<file path="config.mk">
export PLATFORM = sky130hd
export DESIGN_NAME = aes_sbox_scheduler
export DESIGN_NICKNAME = d
export VERILOG_FILES = /design/src/rtl/aes_sbox_scheduler.sv
export SDC_FILE = /design/constraint.sdc
export NUM_CORES = 1
export LEC_CHECK = 0
export BUFFER_PORTS_ARGS = -buffer_cell sky130_fd_sc_hd__buf_2
export CELL_PAD_IN_SITES_DETAIL_PLACEMENT = 0
export CELL_PAD_IN_SITES_GLOBAL_PLACEMENT = 2
export CORE_MARGIN = 2
export CORE_UTILIZATION = 33
export DETAILED_ROUTE_END_ITERATION = 16
export MAX_ROUTING_LAYER = met4
export PLACE_DENSITY = 0.95
export REMOVE_ABC_BUFFERS = 1
export SETUP_SLACK_MARGIN = 0.15
export SYNTH_ARGS = -nofsm -noshare
export SYNTH_HDL_FRONTEND = slang
export SYNTH_SLANG_ARGS = --single-unit
</file>
<file path="constraint.sdc">
create_clock -name clk -period 4.7 [get_ports clk]
set_clock_uncertainty 0.05 [all_clocks]
set_input_delay 0.47 -clock clk [delete_from_list [all_inputs] [get_ports clk]]
set_output_delay 0.47 -clock clk [all_outputs]
set_load 0.03 [all_outputs]
</file>
<file path="src/rtl/aes_sbox_scheduler.sv">
`default_nettype none
// ============================================================================
// Module   : aes_sbox_scheduler
// Brief    : Shares one external 4-lane S-box bank between state SubBytes
//            (four beats) and key-schedule SubWord (one beat). Optional macro
//            SBOX_PREEMPT_EN lets one key word cut into a running state op.
// Revision : 1.0 - initial release
// ============================================================================
module aes_sbox_scheduler (
    input  logic         clk,
    input  logic         resetn,
    input  logic         st_valid,
    output logic         st_ready,
    input  logic [127:0] st_data,
    output logic         st_out_valid,
    output logic [127:0] st_out,
    input  logic         kw_valid,
    output logic         kw_ready,
    input  logic [31:0]  kw_data,
    output logic         kw_out_valid,
    output logic [31:0]  kw_out,
    output logic [31:0]  sb_in,
    input  logic [31:0]  sb_out,
    output logic         busy
);

    localparam logic [1:0] c_IDLE     = 2'd0;
    localparam logic [1:0] c_ST_BEAT  = 2'd1;
    localparam logic [1:0] c_KW_BEAT  = 2'd2;
    localparam logic       c_GRANT_ST = 1'b0;
    localparam logic       c_GRANT_KW = 1'b1;

    logic [1:0]   state_q,      state_d;
    logic [1:0]   beat_q,       beat_d;
    logic         last_grant_q, last_grant_d;
    logic         preempted_q,  preempted_d;
    logic [127:0] st_cap_q,     st_cap_d;
    logic [31:0]  kw_cap_q,     kw_cap_d;
    logic [127:0] st_out_q,     st_out_d;
    logic [31:0]  kw_out_q,     kw_out_d;
    logic         st_done_q,    st_done_d;
    logic         kw_done_q,    kw_done_d;

    logic         w_idle;
    logic         w_st_grant;
    logic         w_kw_grant;
    logic         w_kw_preempt;

    assign w_idle = (state_q == c_IDLE);

`ifdef SBOX_PREEMPT_EN
    assign w_kw_preempt = (state_q == c_ST_BEAT) && (beat_q != 2'd3) &&
                          !preempted_q && kw_valid;
`else
    assign w_kw_preempt = 1'b0;
`endif

    // Round-robin on contention: the side that did not win last time goes next.
    assign w_st_grant = resetn && w_idle && st_valid &&
                        (!kw_valid || (last_grant_q == c_GRANT_KW));
    assign w_kw_grant = resetn &&
                        ((w_idle && kw_valid && (!st_valid || (last_grant_q == c_GRANT_ST))) ||
                         w_kw_preempt);

    always_comb begin
        state_d      = state_q;
        beat_d       = beat_q;
        last_grant_d = last_grant_q;
        preempted_d  = preempted_q;
        st_cap_d     = st_cap_q;
        kw_cap_d     = kw_cap_q;
        st_out_d     = st_out_q;
        kw_out_d     = kw_out_q;
        st_done_d    = 1'b0;
        kw_done_d    = 1'b0;

        if (w_st_grant) begin
            st_cap_d     = st_data;
            last_grant_d = c_GRANT_ST;
        end
        if (w_kw_grant) begin
            kw_cap_d     = kw_data;
            last_grant_d = c_GRANT_KW;
        end

        case (state_q)
            c_IDLE: begin
                beat_d = 2'd0;
                if (w_st_grant) begin
                    state_d = c_ST_BEAT;
                end else if (w_kw_grant) begin
                    state_d = c_KW_BEAT;
                end
            end
            c_ST_BEAT: begin
                st_out_d[{beat_q, 5'd0} +: 32] = sb_out;
                beat_d = beat_q + 2'd1;
                if (beat_q == 2'd3) begin
                    state_d     = c_IDLE;
                    st_done_d   = 1'b1;
                    preempted_d = 1'b0;
                end else if (w_kw_preempt) begin
                    state_d     = c_KW_BEAT;
                    preempted_d = 1'b1;
                end
            end
            c_KW_BEAT: begin
                kw_out_d  = sb_out;
                kw_done_d = 1'b1;
                // A preempting key beat hands the bank back to the paused state op.
                state_d   = preempted_q ? c_ST_BEAT : c_IDLE;
            end
            default: begin
                state_d = c_IDLE;
            end
        endcase
    end

    always_ff @(posedge clk) begin
        if (!resetn) begin
            state_q      <= c_IDLE;
            beat_q       <= 2'd0;
            last_grant_q <= c_GRANT_KW;
            preempted_q  <= 1'b0;
            st_cap_q     <= '0;
            kw_cap_q     <= '0;
            st_out_q     <= '0;
            kw_out_q     <= '0;
            st_done_q    <= 1'b0;
            kw_done_q    <= 1'b0;
        end else begin
            state_q      <= state_d;
            beat_q       <= beat_d;
            last_grant_q <= last_grant_d;
            preempted_q  <= preempted_d;
            st_cap_q     <= st_cap_d;
            kw_cap_q     <= kw_cap_d;
            st_out_q     <= st_out_d;
            kw_out_q     <= kw_out_d;
            st_done_q    <= st_done_d;
            kw_done_q    <= kw_done_d;
        end
    end

    always_comb begin
        sb_in = 32'd0;
        case (state_q)
            c_ST_BEAT: sb_in = st_cap_q[{beat_q, 5'd0} +: 32];
            c_KW_BEAT: sb_in = kw_cap_q;
            default:   sb_in = 32'd0;
        endcase
    end

    assign st_ready     = w_st_grant;
    assign kw_ready     = w_kw_grant;
    assign st_out       = st_out_q;
    assign kw_out       = kw_out_q;
    assign st_out_valid = st_done_q;
    assign kw_out_valid = kw_done_q;
    assign busy         = !w_idle;

endmodule
`default_nettype wire

</file>
==> results of run 1 <==
-- kinds of logic after synthesis --
logic type	after synthesis	share of synthesized area (%)
AO/OA/AOI/OAI	488	22.97
adder cells (fa/ha/maj)	8	0.7618
buffers and inverters	166	6.180
flip-flops	327	49.82
multiplexers	96	7.313
AND/OR/NAND/NOR	351	12.96
-- Yosys cell counts (32+ instances only) --
| master | n | area share [%] |
|---|---|---|
| a21o_1 | 32 | 1.8 |
| a21oi_1 | 163 | 6.2 |
| a22o_1 | 32 | 2.1 |
| a22oi_1 | 32 | 1.8 |
| a32oi_1 | 64 | 4.3 |
| buf_2 | 51 | 1.9 |
| clkbuf_1 | 78 | 2.2 |
| dfxtp_1 | 327 | 50 |
| mux2i_1 | 96 | 7.3 |
| nand2_1 | 40 | 1.1 |
| nand3_1 | 129 | 4.9 |
| nand4b_1 | 32 | 2.1 |
| nor2_1 | 131 | 3.7 |
| o21ai_0 | 121 | 4.6 |
| o22ai_1 | 32 | 1.5 |
-- registers in the layout, indices dropped and copies added, names as in the netlist --
register	cells
kw_cap_q	32
beat_q	2
st_out	128
state_q	2
last_grant_q	1
st_cap_q	128
kw_out	32
kw_out_valid	1
st_out_valid	1
-- per-layer routing --
| layer | GRT usage [%] | vias up | part of all wire (%) |
|---|---|---|---|
| met5 | - | - | 0 |
| met4 | 6.309 | 0 | 2.1 |
| met3 | 6.088 | 61 | 8.8 |
| met2 | 32.00 | 426 | 45 |
| met1 | 25.88 | 5825 | 44 |
| li1 | - | 5828 | - |
-- power by group through the flow --
| stage | sequential [uW] | clock (uW) | combinational [uW] |
|---|---|---|---|
| floorplan | 3160 | 0 | 535 |
| global placement | 3090 | 0 | 943 |
| detailed placement | 3090 | 0 | 962 |
| global route | 3050 | 3050 | 1050 |
| CTS | 3030 | 2940 | 965 |
| finish | 3040 | 2860 | 959 |
-- area by class of cell --
type | instances | share of cell area (%)
Timing Repair Buffer | 414 | 12.97
Clock buffer | 53 | 6.696
Antenna cell | 2 | 0.03051
Tap cell | 525 | 4.004
Multi-Input combinational cell | 943 | 35.56
Inverter | 6 | 0.1830
Clock inverter | 14 | 0.6406
Sequential cell | 327 | 39.93
-- worst max-delay path: stages (launching register included) --
cell	delay, ns
dfxtp_4	0.65
inv_1	0.15
ha_1	0.98
and3b_1	1.16
a32oi_1	0.23
nor2_1	0.15
-- stage by stage --
stage               hold slack [ns]  instance area [um2]  util (%)  TNS, ns
finish                      0.09168                16410     41.48        0
floorplan                    0.3894                12350         -  -325.06
global placement             0.3847                15200     38.42        0
global route                0.07742                16400     41.48        0
CTS                         0.06017                16400     41.47        0
detailed placement           0.3930                15200     38.42        0
-- how the worst max path moves through the flow --
stage	end	slack (ns)	depth (start not counted)
after CTS	sb_in[3]	1.10	6
after floorplan	kw_cap_q[0]$_SDFFE_PN0P_	-2.75	3
final	st_out[64]$_SDFFE_PN0P_	1.21	5
after global placement	st_out[90]$_SDFFE_PN0P_	1.25	5
after global routing	st_out[81]$_SDFFE_PN0P_	0.92	5
after detailed placement	st_out[93]$_SDFFE_PN0P_	1.18	5
==> results_dict.tcl, run 1 <==
set metrics [dict create \
    slew_headroom_pct 12.55 \
    pwr-share-clk_pct 41.7 \
    synth_cells 1436 \
    drtPass1Iterations 5 \
    arrival_ns 3.90 \
    final_cell_mix "buf_2 (392), dfxtp_1 (326), a21oi_1 (163)" \
    cts_resized 0 \
    holdCritStartpoint "kw_data[25]" \
    path_max_fanout 36 \
    cap_violations 0 \
    intPower_uw 4969 \
    synth-main-ff-cell "dfxtp_1" \
    cts_tree "built" \
    grt_pass1_vias 11897 \
    row_count 73 \
    ctsHoldBuffers 0 \
    drive_gt1_share_pct 27.66 \
    rr_worst_depth 5 \
    critical_path_required_ns 5.11 \
    rsz0062_at_grt "no" \
    leakage_uw 0.006861 \
    syn-cell-area_um2 13140 \
    finalSetupViolations 0 \
    track_usage_pct 20.63 \
    hp-class "input port to flip-flop" \
    io-pin-count 393 \
    synth-seq-cells 327 \
    drt-initial-drc-count 574 \
    power.density_nw_per_um2 417.8 \
    clock_latency_ns 0.54 \
    antenna_found_initial 1 \
    irDropWorstVdd_mv 0.2891 \
    h-tree-depth 2 \
    p_total_uw 6855 \
    die_x_um 203.5 \
    yosysSeqAreaShare_pct 49.82 \
    die-area_um2 41430 \
    grt_max_degree 156 \
    gp_congestion 0.7774 \
    overflow 0 \
    start_kind "flip-flop" \
    yosysUniqueCellTypes 37 \
    multi_input_area_um2 5833 \
    worst-setup-path-type "flip-flop to flip-flop" \
    status "finished, final reports clean" \
    switching_share_pct 27.51 \
    timing.fmax_ghz 0.2867 \
    clkTransAtPathRegs_ns 0.06 \
    worst_pin_slew_ns 1.312 \
    wirelength_um 42940 \
    drc 0 \
    hold_path_depth 2 \
    hpwl_um 27640 \
    slew_viol_final 0 \
    grt_pass1_wl_um 66180 \
    timing.reg2reg.setup_slack_ns 1.21 \
    crit_path_end_kind "flip-flop" \
    yosysWarnings 0 \
    start_util_pct 33.22 \
    r2r_end "st_out[64]$_SDFFE_PN0P_" \
    fin_cells 2284 \
    seqPwrFrac_pct 44.3 \
    routedWlPerCell_um 18.80 \
    power_switching_uw 1886 \
    cts_inserted_buffers 38 \
    synth_edf_count 0 \
    port_buffers 392 \
    p_comb_share_pct 14.0 \
    r2r-start "beat_q[0]$_SDFFE_PN0P_" \
    hold_path_end "kw_cap_q[25]$_SDFFE_PN0P_" \
    clock_path_buffers 3 \
    root_buffer "clkbuf_16" \
    place_ws_ns 1.183 \
    layout_commonest_cell "buf_2" \
    fillCellCount 3984 \
    die_y_um 203.5 \
    post_cts_buffers 0 \
    nNetsFinal 1934 \
    clock_sinks 327 \
    fin_ws_ns 1.211 \
    dp_cells 2215 \
    regArea_um2 6550 \
    core_um2 39550 \
    vias 12140 \
    vias_per_cell 5.315 \
    timing.final.crit_share_pct 74.22 \
    fin_crit_ns 3.489 \
    hold_violations 0 \
    crit_start "beat_q[0]$_SDFFE_PN0P_" \
    postRouteAntennaNets 0 \
    postSynthAreaPerCell_um2 9.150 \
    synth-async-reset-ratio_pct 0 \
    area_growth_pct 24.85 \
]
No activity file was read; power rests on OpenSTA's default activity.
==> run 2, diff against run 1 <==
Settings changed: ABC_AREA set to 1, CORE_UTILIZATION 33 to 26, PLACE_DENSITY 0.95 to 0.86.
Clock period 4.7 ns to 3.15 ns, I/O delays scaled along.
==> run 2 against run 1 <==
  * Total power rose by 93%
  * Global-route usage fell by 1.6 points
  * Sequential cell count stayed put
  * Via count increased by 11%
  * Critical path depth grew 2
  * Routed wire length up 14%
  * Critical path type is now flip-flop to primary output
==> results_dict.tcl, run 2 <==
set metrics [dict create \
    wirelength_um 48990 \
    grt_max_degree 92 \
    die_x_um 227.0 \
    clock_latency_ns 0.56 \
    drt-initial-drc-count 845 \
    hp-class "input port to flip-flop" \
    gp_congestion 0.7874 \
    gr-usage-met1_pct 23.38 \
    path_cells "inv_1 -> ha_1 -> nand2_1 -> nor2_2 -> nand2_8 -> clkinv_2 -> buf_2" \
    yosys-top-cells-area "dfxtp_1 (51%), nand2_1 (9.7%), a21oi_1 (8.8%)" \
    r2r-start "state_q[0]$_SDFFE_PN0P_" \
    fin_cells 2839 \
    synth_commonest_cells "nand2_1 (334), dfxtp_1 (327), a21oi_1 (227), o21ai_0 (129), inv_1 (109)" \
    yosysWarnings 0 \
    hold_violations 0 \
    p_total_uw 13260 \
    nNetsFinal 2348 \
    crit_start "state_q[0]$_SDFFE_PN0P_" \
    irDropWorstVdd_mv 0.4301 \
    synth-main-ff-cell "dfxtp_1" \
    holdCritStartpoint "sb_out[14]" \
    post_cts_buffers 0 \
    power.density_nw_per_um2 717.4 \
    clock_sinks 327 \
    path_max_fanout 38 \
    leakage_uw 0.008079 \
    synth_cells 1654 \
    syn-cell-area_um2 12930 \
    critical_path_required_ns 2.78 \
    synth_most_common_cell "nand2_1" \
    drive_gt1_share_pct 23.12 \
    postRouteAntennaNets 0 \
    cp_slowest_cell "dfxtp_1" \
    synth_compound_area_share_pct 21.65 \
    cts_inserted_buffers 40 \
    overflow 0 \
    timing.reg2reg.setup_slack_ns 0.86 \
    synthSimpleGateAreaFrac_pct 18.82 \
    fillCellCount 5228 \
    rsz0062_at_grt "no" \
    synth-seq-cells 327 \
    synth_area_leader_cell "dfxtp_1" \
    port_buffers 392 \
    seqPwrFrac_pct 37.0 \
    crit_path_end_kind "primary output" \
    holdWs_ns 0.02386 \
    drtPass1Iterations 5 \
    yosys-mux-area-fraction_pct 0 \
    area_growth_pct 42.94 \
    grt_pass1_vias 13201 \
    grt_pass1_wl_um 74120 \
    hpwl_um 31120 \
    die-area_um2 51540 \
    fin_crit_ns 2.791 \
    synth_xor_area_share_pct 0 \
    antenna_found_initial 5 \
    worst-setup-path-type "flip-flop to primary output" \
    track_usage_pct 19.07 \
    slew_headroom_pct 31.79 \
    slowest_delay_ns 0.33 \
    status "finished, final reports clean" \
    io-pin-count 393 \
    cap_violations 0 \
    vias_per_cell 4.732 \
    worst_pin_slew_ns 1.023 \
    routedWlPerCell_um 17.26 \
    start_kind "flip-flop" \
    cts_tree "built" \
    synth-async-reset-ratio_pct 0 \
    h-tree-depth 2 \
    vias 13433 \
    netlist.area_leader.share_pct 50.62 \
    die_y_um 227.0 \
    finalSetupViolations 0 \
    busiest_layer "met2" \
    postSynthAreaPerCell_um2 7.819 \
    start_util_pct 26.36 \
    synth_edf_count 0 \
    grtUsageMet3_pct 3.885 \
    slew_viol_final 0 \
    core_um2 49050 \
    pwr-share-clk_pct 34.7 \
    intPower_uw 8540 \
    dp_cells 2593 \
    clock_path_buffers 3 \
    timing.final.crit_share_pct 88.60 \
    root_buffer "clkbuf_16" \
    yosysSeqAreaShare_pct 50.62 \
    timing.fmax_ghz 0.3583 \
    power_switching_uw 4721 \
    p_comb_share_pct 28.3 \
    layout_commonest_cell "buf_2" \
    row_count 81 \
    synthAdderAreaFrac_pct 0.7740 \
    grt_use_met2_pct 31.67 \
    final_cell_mix "buf_2 (391), nand2_1 (334), dfxtp_1 (325)" \
    drc 0 \
    clkTransAtPathRegs_ns 0.06 \
    switching_share_pct 35.60 \
    arrival_ns 2.43 \
    synth_top_family_by_area "compound AO/OA/AOI/OAI gates" \
    yosysUniqueCellTypes 26 \
]
[run 2: kinds of logic after synthesis]
| family | Yosys count |
|---|---|
| simple gates | 573 |
| fa+ha+maj | 8 |
| flops | 327 |
| buf+inv | 260 |
| compound gates | 486 |
[run 2: path summary, 6_finish.rpt]
check,cells past startpoint,endpoint
hold / removal,3,st_out[78]$_SDFFE_PN0P_
setup / recovery,7,st_ready
setup reg to reg,8,st_cap_q[33]$_SDFFE_PN0P_
hold reg to reg,2,st_cap_q[122]$_SDFFE_PN0P_
[run 2: per-stage QoR]
| step | cell area, um2 | util (%) | setup WS [ns] | setup TNS, ns |
|---|---|---|---|---|
| after floorplan | 12310 | - | -2.441 | -419.69 |
| after global placement | 15430 | 31.46 | 0.8428 | 0 |
| after detailed placement | 15430 | 31.46 | 0.8038 | 0 |
| after CTS | 18470 | 37.66 | 0.1947 | 0 |
| after global routing | 18480 | 37.68 | 0.1523 | 0 |
| final | 18490 | 37.68 | 0.3590 | 0 |
[run 2: worst max-delay path, delay by kind of cell, from the launching register on]
family / cells / cell delay [ns]
flip-flops: 1 / 0.33
AND/OR/NAND/NOR: 3 / 0.51
buffers and inverters: 3 / 0.78
adder cells (fa/ha/maj): 1 / 0.24
[run 2: final cells by class]
class	instances	area, um2	area share [%]
Clock buffer	58	1179	6.376
Multi-Input combinational cell	1067	5374	29.07
Inverter	114	431.7	2.335
Clock inverter	11	132.6	0.7175
Tap cell	664	830.8	4.494
Sequential cell	327	6551	35.44
Antenna cell	4	10.01	0.05415
Timing Repair Buffer	594	3976	21.51
[run 2: power by group through the flow]
stage	Sequential (uW)	Clock [uW]	Combinational (uW)
2_1_floorplan	5360	0	1770
4_1_cts	4900	4710	3810
5_1_grt	4960	4920	4160
6_report	4900	4610	3750
3_5_place_dp	4990	0	3630
3_3_place_gp	4980	0	3580
[run 2: timing repair]
item	4_1_cts	5_1_grt
hold buffers	173	0
resized for setup	0	1
hold endpoints to repair	197	0
endpoints found under the setup margin	0	1
[run 2: routing by layer]
metal | vias to the layer above | routed length, um
met5 | - | 0
met4 | 0 | 1028
met3 | 79 | 3280
met1 | 6320 | 21510
li1 | 6585 | -
met2 | 449 | 23170
